--- src/rtl/sobel_config_pkg.sv ---
`default_nettype none
// ============================================================================
// Module   : sobel_config_pkg
// Purpose  : Shared configuration for the streaming Sobel engine: default
//            frame geometry, the 3x3 Sobel kernels, the control FSM state
//            encoding and an absolute-value helper.
// Revision : 1.0  initial streaming release
// ============================================================================
package sobel_config_pkg;

  localparam int DEF_IMG_W      = 64;
  localparam int DEF_IMG_H      = 64;
  localparam int DEF_DATA_WIDTH = 8;

  // Kernels indexed [row][col]; row 0 is the top row, col 0 the left column.
  localparam logic signed [3:0] SOBEL_X [3][3] = '{
    '{-4'sd1, 4'sd0, 4'sd1},
    '{-4'sd2, 4'sd0, 4'sd2},
    '{-4'sd1, 4'sd0, 4'sd1}
  };

  localparam logic signed [3:0] SOBEL_Y [3][3] = '{
    '{-4'sd1, -4'sd2, -4'sd1},
    '{ 4'sd0,  4'sd0,  4'sd0},
    '{ 4'sd1,  4'sd2,  4'sd1}
  };

  typedef enum logic [1:0] {
    ST_IDLE  = 2'd0,
    ST_READ  = 2'd1,
    ST_DRAIN = 2'd2
  } sobel_state_e;

  // Absolute value on a 32-bit signed quantity; gradients here never get
  // near the 32-bit limits so the negation cannot overflow.
  function automatic int unsigned abs_int(input int v);
    return (v < 0) ? int'(-v) : int'(v);
  endfunction

endpackage
`default_nettype wire

--- src/rtl/sobel_line_buffer.sv ---
`default_nettype none
// ============================================================================
// Module   : sobel_line_buffer
// Purpose  : Circular shift buffer of DEPTH entries. Each shift writes data_i
//            and advances the pointer, so data_o is the value shifted in
//            exactly DEPTH shifts earlier (one image row of delay).
// Revision : 1.0  initial streaming release
// ============================================================================
module sobel_line_buffer #(
  parameter int DEPTH      = 64,
  parameter int DATA_WIDTH = 8
) (
  input  logic                  clk_i,
  input  logic                  rst_ni,
  input  logic                  shift_en_i,
  input  logic [DATA_WIDTH-1:0] data_i,
  output logic [DATA_WIDTH-1:0] data_o
);

  localparam int PTR_W = (DEPTH > 1) ? $clog2(DEPTH) : 1;

  logic [DATA_WIDTH-1:0] mem_q [DEPTH];
  logic [PTR_W-1:0]      ptr_q;
  logic [PTR_W-1:0]      ptr_d;

  // The oldest entry sits at the pointer and is replaced by the shift.
  assign data_o = mem_q[ptr_q];

  // Pointer wrap at the last entry; depth need not be a power of two.
  always_comb begin
    ptr_d = ptr_q;
    if (shift_en_i) begin
      ptr_d = (ptr_q == PTR_W'(DEPTH - 1)) ? '0 : ptr_q + PTR_W'(1);
    end
  end

  // Storage is intentionally not reset; stale contents only feed borders.
  always_ff @(posedge clk_i) begin
    if (shift_en_i) begin
      mem_q[ptr_q] <= data_i;
    end
  end

  // Pointer register.
  always_ff @(posedge clk_i or negedge rst_ni) begin
    if (!rst_ni) begin
      ptr_q <= '0;
    end else begin
      ptr_q <= ptr_d;
    end
  end

endmodule
`default_nettype wire

--- src/rtl/sobel_stream_engine.sv ---
`default_nettype none
// ============================================================================
// Module   : sobel_stream_engine
// Purpose  : Streams a grayscale frame from a synchronous-read RAM, forms a
//            3x3 window with two line buffers and writes the Sobel gradient
//            result for every pixel in raster order, one pixel per clock.
//            Border pixels are written as BORDER_VALUE.
// Options  : SOBEL_MAG_OUT_EN - when defined the output is the saturated
//            gradient magnitude instead of the thresholded binary edge map.
// Revision : 1.0  initial streaming release
// ============================================================================
module sobel_stream_engine
  import sobel_config_pkg::*;
#(
  parameter int IMG_W        = DEF_IMG_W,
  parameter int IMG_H        = DEF_IMG_H,
  parameter int DATA_WIDTH   = DEF_DATA_WIDTH,
  parameter int ADDR_WIDTH   = 12,
  parameter int BORDER_VALUE = 0
) (
  input  logic                  clk_i,
  input  logic                  rst_ni,
  input  logic                  start_i,
  input  logic [DATA_WIDTH+3:0] threshold_i,
  output logic                  i_rd_en_o,
  output logic [ADDR_WIDTH-1:0] i_pixel_addr_o,
  input  logic [DATA_WIDTH-1:0] i_pixel_i,
  output logic                  o_wr_en_o,
  output logic [ADDR_WIDTH-1:0] o_pixel_addr_o,
  output logic [DATA_WIDTH-1:0] o_pixel_o,
  output logic                  busy_o,
  output logic                  finish_o
);

  localparam int NPIX      = IMG_W * IMG_H;
  localparam int SLOT_LAST = NPIX + IMG_W;          // last slot index of a frame
  localparam int SLOT_W    = $clog2(SLOT_LAST + 1);
  localparam int GW        = DATA_WIDTH + 3;        // signed gradient width
  localparam int MW        = DATA_WIDTH + 4;        // magnitude width
  localparam int XW        = $clog2(IMG_W);
  localparam int YW        = $clog2(IMG_H);
  localparam logic [DATA_WIDTH-1:0] PIX_MAX    = '1;
  localparam logic [DATA_WIDTH-1:0] BORDER_PIX = DATA_WIDTH'(BORDER_VALUE);

  // ---------------------------------------------------------------- control
  sobel_state_e          state_q, state_d;
  logic [SLOT_W-1:0]     slot_q;
  logic                  accept;
  logic                  busy_q;
  logic                  cool_q;     // one-cycle hold-off after busy drops
  logic                  finish_q;

  // Next-state logic; a start is only taken once the previous frame has
  // fully drained and busy_o has been low for a cycle.
  always_comb begin
    state_d = state_q;
    accept  = 1'b0;
    unique case (state_q)
      ST_IDLE: begin
        if (start_i && !busy_q && !cool_q) begin
          accept  = 1'b1;
          state_d = ST_READ;
        end
      end
      ST_READ: begin
        if (slot_q == SLOT_W'(NPIX - 1)) state_d = ST_DRAIN;
      end
      ST_DRAIN: begin
        if (slot_q == SLOT_W'(SLOT_LAST)) state_d = ST_IDLE;
      end
      default: state_d = ST_IDLE;
    endcase
  end

  assign i_rd_en_o      = (state_q == ST_READ);
  assign i_pixel_addr_o = (state_q == ST_READ) ? ADDR_WIDTH'(slot_q) : '0;
  assign busy_o         = busy_q;

  // State, slot counter, busy flag and the threshold captured at start.
`ifndef SOBEL_MAG_OUT_EN
  logic [MW-1:0] thr_q;
`endif
  always_ff @(posedge clk_i or negedge rst_ni) begin
    if (!rst_ni) begin
      state_q <= ST_IDLE;
      slot_q  <= '0;
      busy_q  <= 1'b0;
      cool_q  <= 1'b0;
`ifndef SOBEL_MAG_OUT_EN
      thr_q   <= '0;
`endif
    end else begin
      state_q <= state_d;
      cool_q  <= finish_q;
      if (accept) begin
        slot_q <= '0;
        busy_q <= 1'b1;
`ifndef SOBEL_MAG_OUT_EN
        thr_q  <= threshold_i;
`endif
      end else begin
        if (state_q != ST_IDLE) slot_q <= slot_q + SLOT_W'(1);
        if (finish_q)           busy_q <= 1'b0;
      end
    end
  end

  // ---------------------------------------------------- stage 1: data slot
  logic s1_valid_q, s1_rd_q, s1_emit_q;

  // Slot bookkeeping delayed to line up with the returning RAM data.
  always_ff @(posedge clk_i or negedge rst_ni) begin
    if (!rst_ni) begin
      s1_valid_q <= 1'b0;
      s1_rd_q    <= 1'b0;
      s1_emit_q  <= 1'b0;
    end else begin
      s1_valid_q <= (state_q != ST_IDLE);
      s1_rd_q    <= (state_q == ST_READ);
      s1_emit_q  <= (state_q != ST_IDLE) && (slot_q >= SLOT_W'(IMG_W + 1));
    end
  end

  logic [DATA_WIDTH-1:0] pix_in, lb1_out, lb2_out;
  assign pix_in = s1_rd_q ? i_pixel_i : '0;   // drain slots carry zero

  sobel_line_buffer #(.DEPTH(IMG_W), .DATA_WIDTH(DATA_WIDTH)) u_lb_row1 (
    .clk_i      (clk_i),
    .rst_ni     (rst_ni),
    .shift_en_i (s1_valid_q),
    .data_i     (pix_in),
    .data_o     (lb1_out)
  );

  sobel_line_buffer #(.DEPTH(IMG_W), .DATA_WIDTH(DATA_WIDTH)) u_lb_row2 (
    .clk_i      (clk_i),
    .rst_ni     (rst_ni),
    .shift_en_i (s1_valid_q),
    .data_i     (lb1_out),
    .data_o     (lb2_out)
  );

  // Two stored columns plus the incoming column form the 3x3 window.
  logic [DATA_WIDTH-1:0] win_q [3][2];
  logic [DATA_WIDTH-1:0] col_in [3];
  logic [DATA_WIDTH-1:0] win [3][3];

  // Incoming column: rows y-2, y-1, y top to bottom; window assembly.
  always_comb begin
    col_in[0] = lb2_out;
    col_in[1] = lb1_out;
    col_in[2] = pix_in;
    for (int r = 0; r < 3; r++) begin
      win[r][0] = win_q[r][0];
      win[r][1] = win_q[r][1];
      win[r][2] = col_in[r];
    end
  end

  // Window shifts left by one column on every slot.
  always_ff @(posedge clk_i or negedge rst_ni) begin
    if (!rst_ni) begin
      for (int r = 0; r < 3; r++) begin
        win_q[r][0] <= '0;
        win_q[r][1] <= '0;
      end
    end else if (s1_valid_q) begin
      for (int r = 0; r < 3; r++) begin
        win_q[r][0] <= win_q[r][1];
        win_q[r][1] <= col_in[r];
      end
    end
  end

  // Kernel convolution over the assembled window.
  logic signed [GW-1:0] gx_d, gy_d;
  always_comb begin
    gx_d = '0;
    gy_d = '0;
    for (int r = 0; r < 3; r++) begin
      for (int c = 0; c < 3; c++) begin
        gx_d = gx_d + GW'(SOBEL_X[r][c]) * GW'($signed({1'b0, win[r][c]}));
        gy_d = gy_d + GW'(SOBEL_Y[r][c]) * GW'($signed({1'b0, win[r][c]}));
      end
    end
  end

  // Centre position and output address of the slot currently emitting.
  logic [XW-1:0]         cx_q;
  logic [YW-1:0]         cy_q;
  logic [ADDR_WIDTH-1:0] ocnt_q;
  logic                  border_d;
  assign border_d = (cx_q == '0) || (cx_q == XW'(IMG_W - 1)) ||
                    (cy_q == '0) || (cy_q == YW'(IMG_H - 1));

  // Raster walk of the output centre, advanced once per emitting slot.
  always_ff @(posedge clk_i or negedge rst_ni) begin
    if (!rst_ni) begin
      cx_q   <= '0;
      cy_q   <= '0;
      ocnt_q <= '0;
    end else if (accept) begin
      cx_q   <= '0;
      cy_q   <= '0;
      ocnt_q <= '0;
    end else if (s1_valid_q && s1_emit_q) begin
      ocnt_q <= ocnt_q + ADDR_WIDTH'(1);
      if (cx_q == XW'(IMG_W - 1)) begin
        cx_q <= '0;
        cy_q <= cy_q + YW'(1);
      end else begin
        cx_q <= cx_q + XW'(1);
      end
    end
  end

  // ------------------------------------------------- stage 2: gradients
  logic                  s2_valid_q, s2_border_q;
  logic [ADDR_WIDTH-1:0] s2_addr_q;
  logic signed [GW-1:0]  gx_q, gy_q;

  // Register the gradients alongside the centre's address and border flag.
  always_ff @(posedge clk_i or negedge rst_ni) begin
    if (!rst_ni) begin
      s2_valid_q  <= 1'b0;
      s2_border_q <= 1'b0;
      s2_addr_q   <= '0;
      gx_q        <= '0;
      gy_q        <= '0;
    end else begin
      s2_valid_q  <= s1_valid_q && s1_emit_q;
      s2_border_q <= border_d;
      s2_addr_q   <= ocnt_q;
      gx_q        <= gx_d;
      gy_q        <= gy_d;
    end
  end

  logic [MW-1:0]         mag;
  logic [DATA_WIDTH-1:0] pix_d;

  // Magnitude and output pixel selection.
  always_comb begin
    mag   = MW'(abs_int(int'(gx_q)) + abs_int(int'(gy_q)));
    pix_d = BORDER_PIX;
    if (!s2_border_q) begin
`ifdef SOBEL_MAG_OUT_EN
      pix_d = (mag > MW'(PIX_MAX)) ? PIX_MAX : mag[DATA_WIDTH-1:0];
`else
      pix_d = (mag >= thr_q) ? PIX_MAX : '0;
`endif
    end
  end

  // ---------------------------------------------------- stage 3: output
  logic                  wr_en_q;
  logic [ADDR_WIDTH-1:0] wr_addr_q;
  logic [DATA_WIDTH-1:0] wr_pix_q;

  // Output register; the final address raises finish in the same cycle.
  always_ff @(posedge clk_i or negedge rst_ni) begin
    if (!rst_ni) begin
      wr_en_q   <= 1'b0;
      wr_addr_q <= '0;
      wr_pix_q  <= '0;
      finish_q  <= 1'b0;
    end else begin
      wr_en_q  <= s2_valid_q;
      finish_q <= s2_valid_q && (s2_addr_q == ADDR_WIDTH'(NPIX - 1));
      if (s2_valid_q) begin
        wr_addr_q <= s2_addr_q;
        wr_pix_q  <= pix_d;
      end
    end
  end

  assign o_wr_en_o      = wr_en_q;
  assign o_pixel_addr_o = wr_addr_q;
  assign o_pixel_o      = wr_pix_q;
  assign finish_o       = finish_q;

endmodule
`default_nettype wire

--- config.mk ---
export PLATFORM = sky130hd
export DESIGN_NAME = sobel_stream_engine
export DESIGN_NICKNAME = d
export VERILOG_FILES = /design/src/rtl/sobel_config_pkg.sv /design/src/rtl/sobel_line_buffer.sv /design/src/rtl/sobel_stream_engine.sv
export SDC_FILE = /design/constraint.sdc
export NUM_CORES = 2
export LEC_CHECK = 0
export CAP_MARGIN = 15
export CORE_MARGIN = 1.5
export CORE_UTILIZATION = 50
export DETAILED_ROUTE_END_ITERATION = 8
export DONT_BUFFER_PORTS = 1
export PLACE_DENSITY_LB_ADDON = 0.08
export SKIP_CTS_REPAIR_TIMING = 1
export SLEW_MARGIN = 10
export SYNTH_ARGS = -nofsm -noshare
export SYNTH_HDL_FRONTEND = slang
export SYNTH_SLANG_ARGS = --single-unit
--- constraint.sdc ---
create_clock -name clk_i -period 7.7 [get_ports clk_i]
set_input_delay 1.155 -clock clk_i [delete_from_list [all_inputs] [get_ports clk_i]]
set_output_delay 1.155 -clock clk_i [all_outputs]
set_load 0.02 [all_outputs]
# Yosys cells after proc, flatten, opt, wreduce, memory -nomap -nowiden
# Memory sizes are Yosys's and may differ from the RTL's.
# Index checks and enable logic that the tools add are counted.
# word_totals
register_bits	174
latch_bits	0
mem_bits_rw	1024
romBits	0
input_bits	23
out_inout_bits	36
wordCells	118
n_memories	2
# mem_list
memory	words	word_bits	rd	rd_clocked_by_memory_dff	wr	line_no	text
u_lb_row1.mem_q	64	8	1	0	1	sobel_line_buffer.sv:22	logic [DATA_WIDTH-1:0] mem_q [DEPTH];
u_lb_row2.mem_q	64	8	1	0	1	sobel_line_buffer.sv:22	
# op_classes
n_addsub	24
multipliers	0
n_div	0
magnitude_cmp	4
eq_ne	12
shifts	0
muxes	28
bitwise	0
reduce_logical	20
# op_table
operator	n
two-way mux 12 bit	5
two-way mux 6 bit	8
adder 11 bit	4
adder 11 x 9 -> 11 bit	4
negation 8 -> 11 bit	3
two-way mux 13 bit	2
adder 6 x 1 -> 6 bit, second input constant	4
== test 6 bit, second input constant	4
two-way mux 8 bit	3
negation 11 -> 12 bit	2
adder 11 x 10 -> 11 bit	2
< comparator 11 x 1 -> 1 bit, second input constant	2
negation 8 -> 10 bit	2
adder 13 x 1 -> 13 bit, second input constant	1
== test 13 x 12 -> 1 bit, second input constant	1
== test 13 bit, second input constant	1
>= comparator 13 x 7 -> 1 bit, second input constant	1
adder 12 x 1 -> 12 bit, second input constant	1
adder 12 bit	1
== test 12 bit, second input constant	1
>= comparator 12 bit	1
logical NOT 6 bit	2
nonzero test 2 bit	5
two-way mux 1 bit	6
other kinds (12)	22

# Longest topological paths before layout
# depth
ltp_word	7
depth_mapped	24
ltp_nobuf	19

# Cells and area by module
# From an unflattened synthesis, not the netlist that was laid out.
# hier_totals
cells_unflattened	3358
area_unflattened_um2	50445.9
# modules_own_cells
module	instances	cells_per_inst	area_each_um2
sobel_line_buffer (u_lb_row2)	1	1211	20489.7
sobel_line_buffer (u_lb_row1)	1	1191	20139.3
sobel_stream_engine	1	956	9816.9

# Least setup slack after synthesis
# No wires, ideal clock.
# synth_timing
path_kind	register -> register
from	register u_lb_row1.ptr_q[1]
to	register gx_q[10]
arrival_time_ps	6575
required_ps	7575
setup_slack_ps	1000
path_stages_with_launch	22
synth_period_minus_slack_ps	6700
path_cell_list	dfrtp_1 > buf_2 > buf_2 > buf_2 > mux2_2 > a221oi_1 > o22ai_1 > a22oi_1 > nand4_1 > fa_1 > inv_1 > fa_1 > fa_1 > inv_1 > ha_1 > fa_1 > a21o_1 > a21oi_1 > nor2b_1 > o21a_1 > o41a_1 > xnor2_1
# synth_between
elab_chain_len	4
# synth_rtl
item	line_no	text
from (decl)	sobel_line_buffer.sv:23	logic [PTR_W-1:0] ptr_q;
from (signal assigned)	sobel_line_buffer.sv:49	ptr_q <= ptr_d;
memory (64 x 8 bit)	n/a	
net lb1_out[1]	sobel_stream_engine.sv:124	logic [DATA_WIDTH-1:0] pix_in, lb1_out, lb2_out;
adder 11 x 10 -> 11 bit	sobel_stream_engine.sv:182	gx_d = gx_d + GW'(SOBEL_X[r][c]) * GW'($signed({1'b0, win[r][c]}));
adder 11 bit	sobel_stream_engine.sv:182	
adder 11 x 9 -> 11 bit	sobel_stream_engine.sv:182	
net gx_d[10]	sobel_stream_engine.sv:176	logic signed [GW-1:0] gx_d, gy_d;
to (signal assigned)	sobel_stream_engine.sv:234	gx_q <= gx_d;
to (decl)	sobel_stream_engine.sv:220	logic signed [GW-1:0] gx_q, gy_q;
# The timed path passes the listed nets, and every way through them passes these cells.
# A chain may end at the register's enable or synchronous reset.

# Worst setup path after layout
# layout_timing
from	register u_lb_row2.ptr_q[1]
to	register gx_q[10]
# layout_between
elab_chain_len	6
# layout_rtl
item	line_no
from (decl)	sobel_line_buffer.sv:23
from (signal assigned)	sobel_line_buffer.sv:49
memory (64 x 8 bit)	n/a
net lb2_out[2]	sobel_stream_engine.sv:124
adder 11 x 9 -> 11 bit	sobel_stream_engine.sv:182
adder 11 bit	sobel_stream_engine.sv:182
adder 11 x 10 -> 11 bit	sobel_stream_engine.sv:182
adder 11 bit	sobel_stream_engine.sv:182
adder 11 x 9 -> 11 bit	sobel_stream_engine.sv:182
net gx_d[10]	sobel_stream_engine.sv:176
# The timed path passes the listed nets, and every way through them passes these cells.

==> out/summary.txt <==
Yosys warns = 0
Die ar. = 104000 µm²
DP Area = 52300 µm²
# nets final = 3442
Max Slew Vio Count = 0
Clock tree from TritonCTS = built
Vias = 28900
WL/cell = 27.6 µm
Syn_area_per_cell = 15.6 µm²
Commonest non-fill, non-tap cells in the layout = 1024 x edfxtp_1, 226 x nor2_1, 160 x dfrtp_1, 145 x nand2_1, 139 x mux2i_1
Maxcap violations = 0
Remaining antenna violation count = 0
Worst slew pin tran = 1.20 ns
Rows = 116
Synthesized Nets = 3415
Leak pwr = 19.0 nW
GRT Total Usage = 25.5%
Largest net degree at the start of global routing = 168
Top cells by area, synth = edfxtp_1 61%, dfrtp_1 8.2%, mux4_2 3.5%
Crit path launch type = register
Top-area cell type share of the netlist area = 60.5%
Detailed Place HPWL = 83200 µm
Vias in the first global route = 29200
Initial antenna violation count = 4
RSZ-0062 raised after global routing = false
DRC errors left = 0
#FFs+latches synth = 1191
Switch share = 22.4%
Post-Syn Instances = 3261
H-tree lvl count = 3
Fin. Hold Viols = 0
Area leader, netlist = edfxtp_1
Total negative slack = 0 ns
I/O pin count = 59
Tcrit/Tclk final = 85.0%
Critical Path Fanout Max = 45
CP startpoint = u_lb_row2.ptr_q[1]$_DFFE_PN0P_
Rel. slew slack = 19.9%
Clk_lat worst skew = 0.72 ns
Layout fillers = 7983
Int Pwr = 10.7 mW
Detailed Route WL = 131000 µm
Share of layout cells above drive strength 1 = 14.7%
Commonest non-fill, non-tap cell in the layout = edfxtp_1
Die W = 322 µm
Gr ovfl total = 0
Worst-path clk slew = 0.06 ns
Ys flop type = edfxtp_1
Status = complete, no violations
Setup CP Type = register to register
CTS root buf = clkbuf_16
F_max = 153 MHz
Post-Synthesis Cell Area = 50800 µm²
Skew final = 0.0384 ns
First-pass GRT wire length = 195000 µm
WP data arrival = 7.13 ns
Max rail drop VDD = 0.207 mV
Core area = 100000 µm²
Worst EP required = 8.29 ns
Area Overhead vs Synth = 10.4%
Number of synthesized flops with an enable pin = 1024
Comb pwr share = 8.1%
Sw power = 3.10 mW
Min Hold Slack = 0.140 ns
CTS sink cnt = 1191
Endpoints failing setup = 0
Worst Hold Class = primary input to asynchronous set/reset pin
Post-synth ARST share = 14.0%
DRT iter0 DRCs = 3277
Gpl congestion = 0.888
Clk buf depth = 3
Tmin final = 6.54 ns
Register area share after synthesis = 68.7%
Die height = 322 µm
Drt pass-1 iters = 6
Pwr per Cell Area = 246 nW/µm²
Vias per inst = 6.09
Clock Power Share = 40.7%
Starting Density = 50.6%
Final instance area = 56100 µm²
Sequential Power Share = 51.2%
IO buf count = 0
Netlist cell types = 85
CTS Buf Count = 120
Worst reg2reg path startpoint = u_lb_row2.ptr_q[1]$_DFFE_PN0P_
Setup crit end kind = register
synthesized netlist by cell type, types with 24 or more instances:
library cell and instances:
and2_1 28, a21oi_1 80, o22ai_1 45, mux2i_1 139
nand2_1 147, nor2_1 226, nor2b_1 25, o21ai_0 86
ha_1 68, a221o_1 27, buf_4 28, fa_1 63
a22oi_1 60, clkbuf_1 80, inv_1 140, mux4_2 78
mux2_2 113, nand3_1 43, xnor2_1 50, edfxtp_1 1024
a221oi_1 56, buf_2 60, xor2_1 39, nor3_1 24
dfrtp_1 167
registers in the layout, summed over array words and instances, names as in the netlist, 6 cells and up:
name / cells
o_pixel_addr_o: 12
s2_addr_q: 12
gy_q: 11
thr_q: 12
u_lb_row2.mem_q: 512
u_lb_row1.mem_q: 512
u_lb_row1.ptr_q: 6
win: 48
ocnt_q: 12
slot_q: 13
cy_q: 6
u_lb_row2.ptr_q: 6
cx_q: 6
gx_q: 11
worst max-delay path, cell delays in order, from the launching register on:
cell and delay [ns]:
dfrtp_4 0.86, buf_4 0.51, mux2i_1 0.27, o221ai_1 0.17
a211o_1 0.38, nor4_2 0.63, inv_1 0.14, fa_1 0.54
inv_1 0.07, fa_1 0.49, fa_1 0.50, inv_1 0.05
ha_1 0.21, fa_1 0.46, a21o_1 0.18, a21oi_1 0.22
nor2b_1 0.08, o21a_1 0.19, o41a_1 0.32, xnor2_1 0.13
metal layers:
| layer | part of all wire, % | wire (µm) | GRT usage, % |
|---|---|---|---|
| met1 | 43 | 55700 | 36.1 |
| met2 | 48 | 62300 | 41.0 |
| met3 | 7.3 | 9610 | 4.06 |
| met4 | 2.5 | 3320 | 7.13 |
| met5 | 0.021 | 27 | 0 |
cell type report:
cell class              count  area [µm²]  area share (%)
clock inverters            63         517           0.921
multi-input cells        1741       14400            25.7
flip-flops and latches   1191       35000            62.3
clock buffers             158        3240            5.77
well taps                1357        1700            3.03
diodes                      1        2.50         0.00446
inverters                 146         549           0.979
repair buffers             88         711            1.27
kinds of logic after synthesis:
logic type	synth area share, %
xor gates and xnor gates	1.53
DFF	68.7
adders and majority gates	4.16
muxes	8.76
AOI/OAI and AO/OA	7.69
and+or+nand+nor	6.23
buffers and inverters	2.88
power groups by stage:
stage,Combinational [mW],Sequential [mW],Clock (mW)
4_1_cts,1.13,7.08,5.70
3_3_place_gp,1.09,7.21,0
5_1_grt,1.27,7.08,5.95
3_5_place_dp,1.12,7.21,0
2_1_floorplan,0.880,7.19,0
6_report,1.12,7.08,5.62
worst paths after layout:
check                                            endpoint  slack (ns)  depth (start not counted)
max in group asynchronous  u_lb_row2.ptr_q[0]$_DFFE_PN0P_        7.11                          0
min                                 slot_q[7]$_DFFE_PN0P_        0.14                          0
min in group clk_i                s2_addr_q[11]$_DFF_PN0_        0.40                          0
min reg2reg                       s2_addr_q[11]$_DFF_PN0_        0.40                          0
max reg2reg                            gx_q[10]$_DFF_PN0_        1.16                         19
max                                    gx_q[10]$_DFF_PN0_        1.16                         19
metrics by stage:
stage | util [%] | setup slack, ns | instances | power, mW
floorplan | - | 1.00 | 3261 | 8.07
global placement | 52.1 | 1.08 | 4522 | 8.29
detailed placement | 52.1 | 1.14 | 4522 | 8.33
CTS | 55.8 | 1.16 | 4743 | 13.9
global route | 55.9 | 0.825 | 4744 | 14.3
finish | 55.9 | 1.16 | 4745 | 13.8
(Power assumes the default switching activity.)
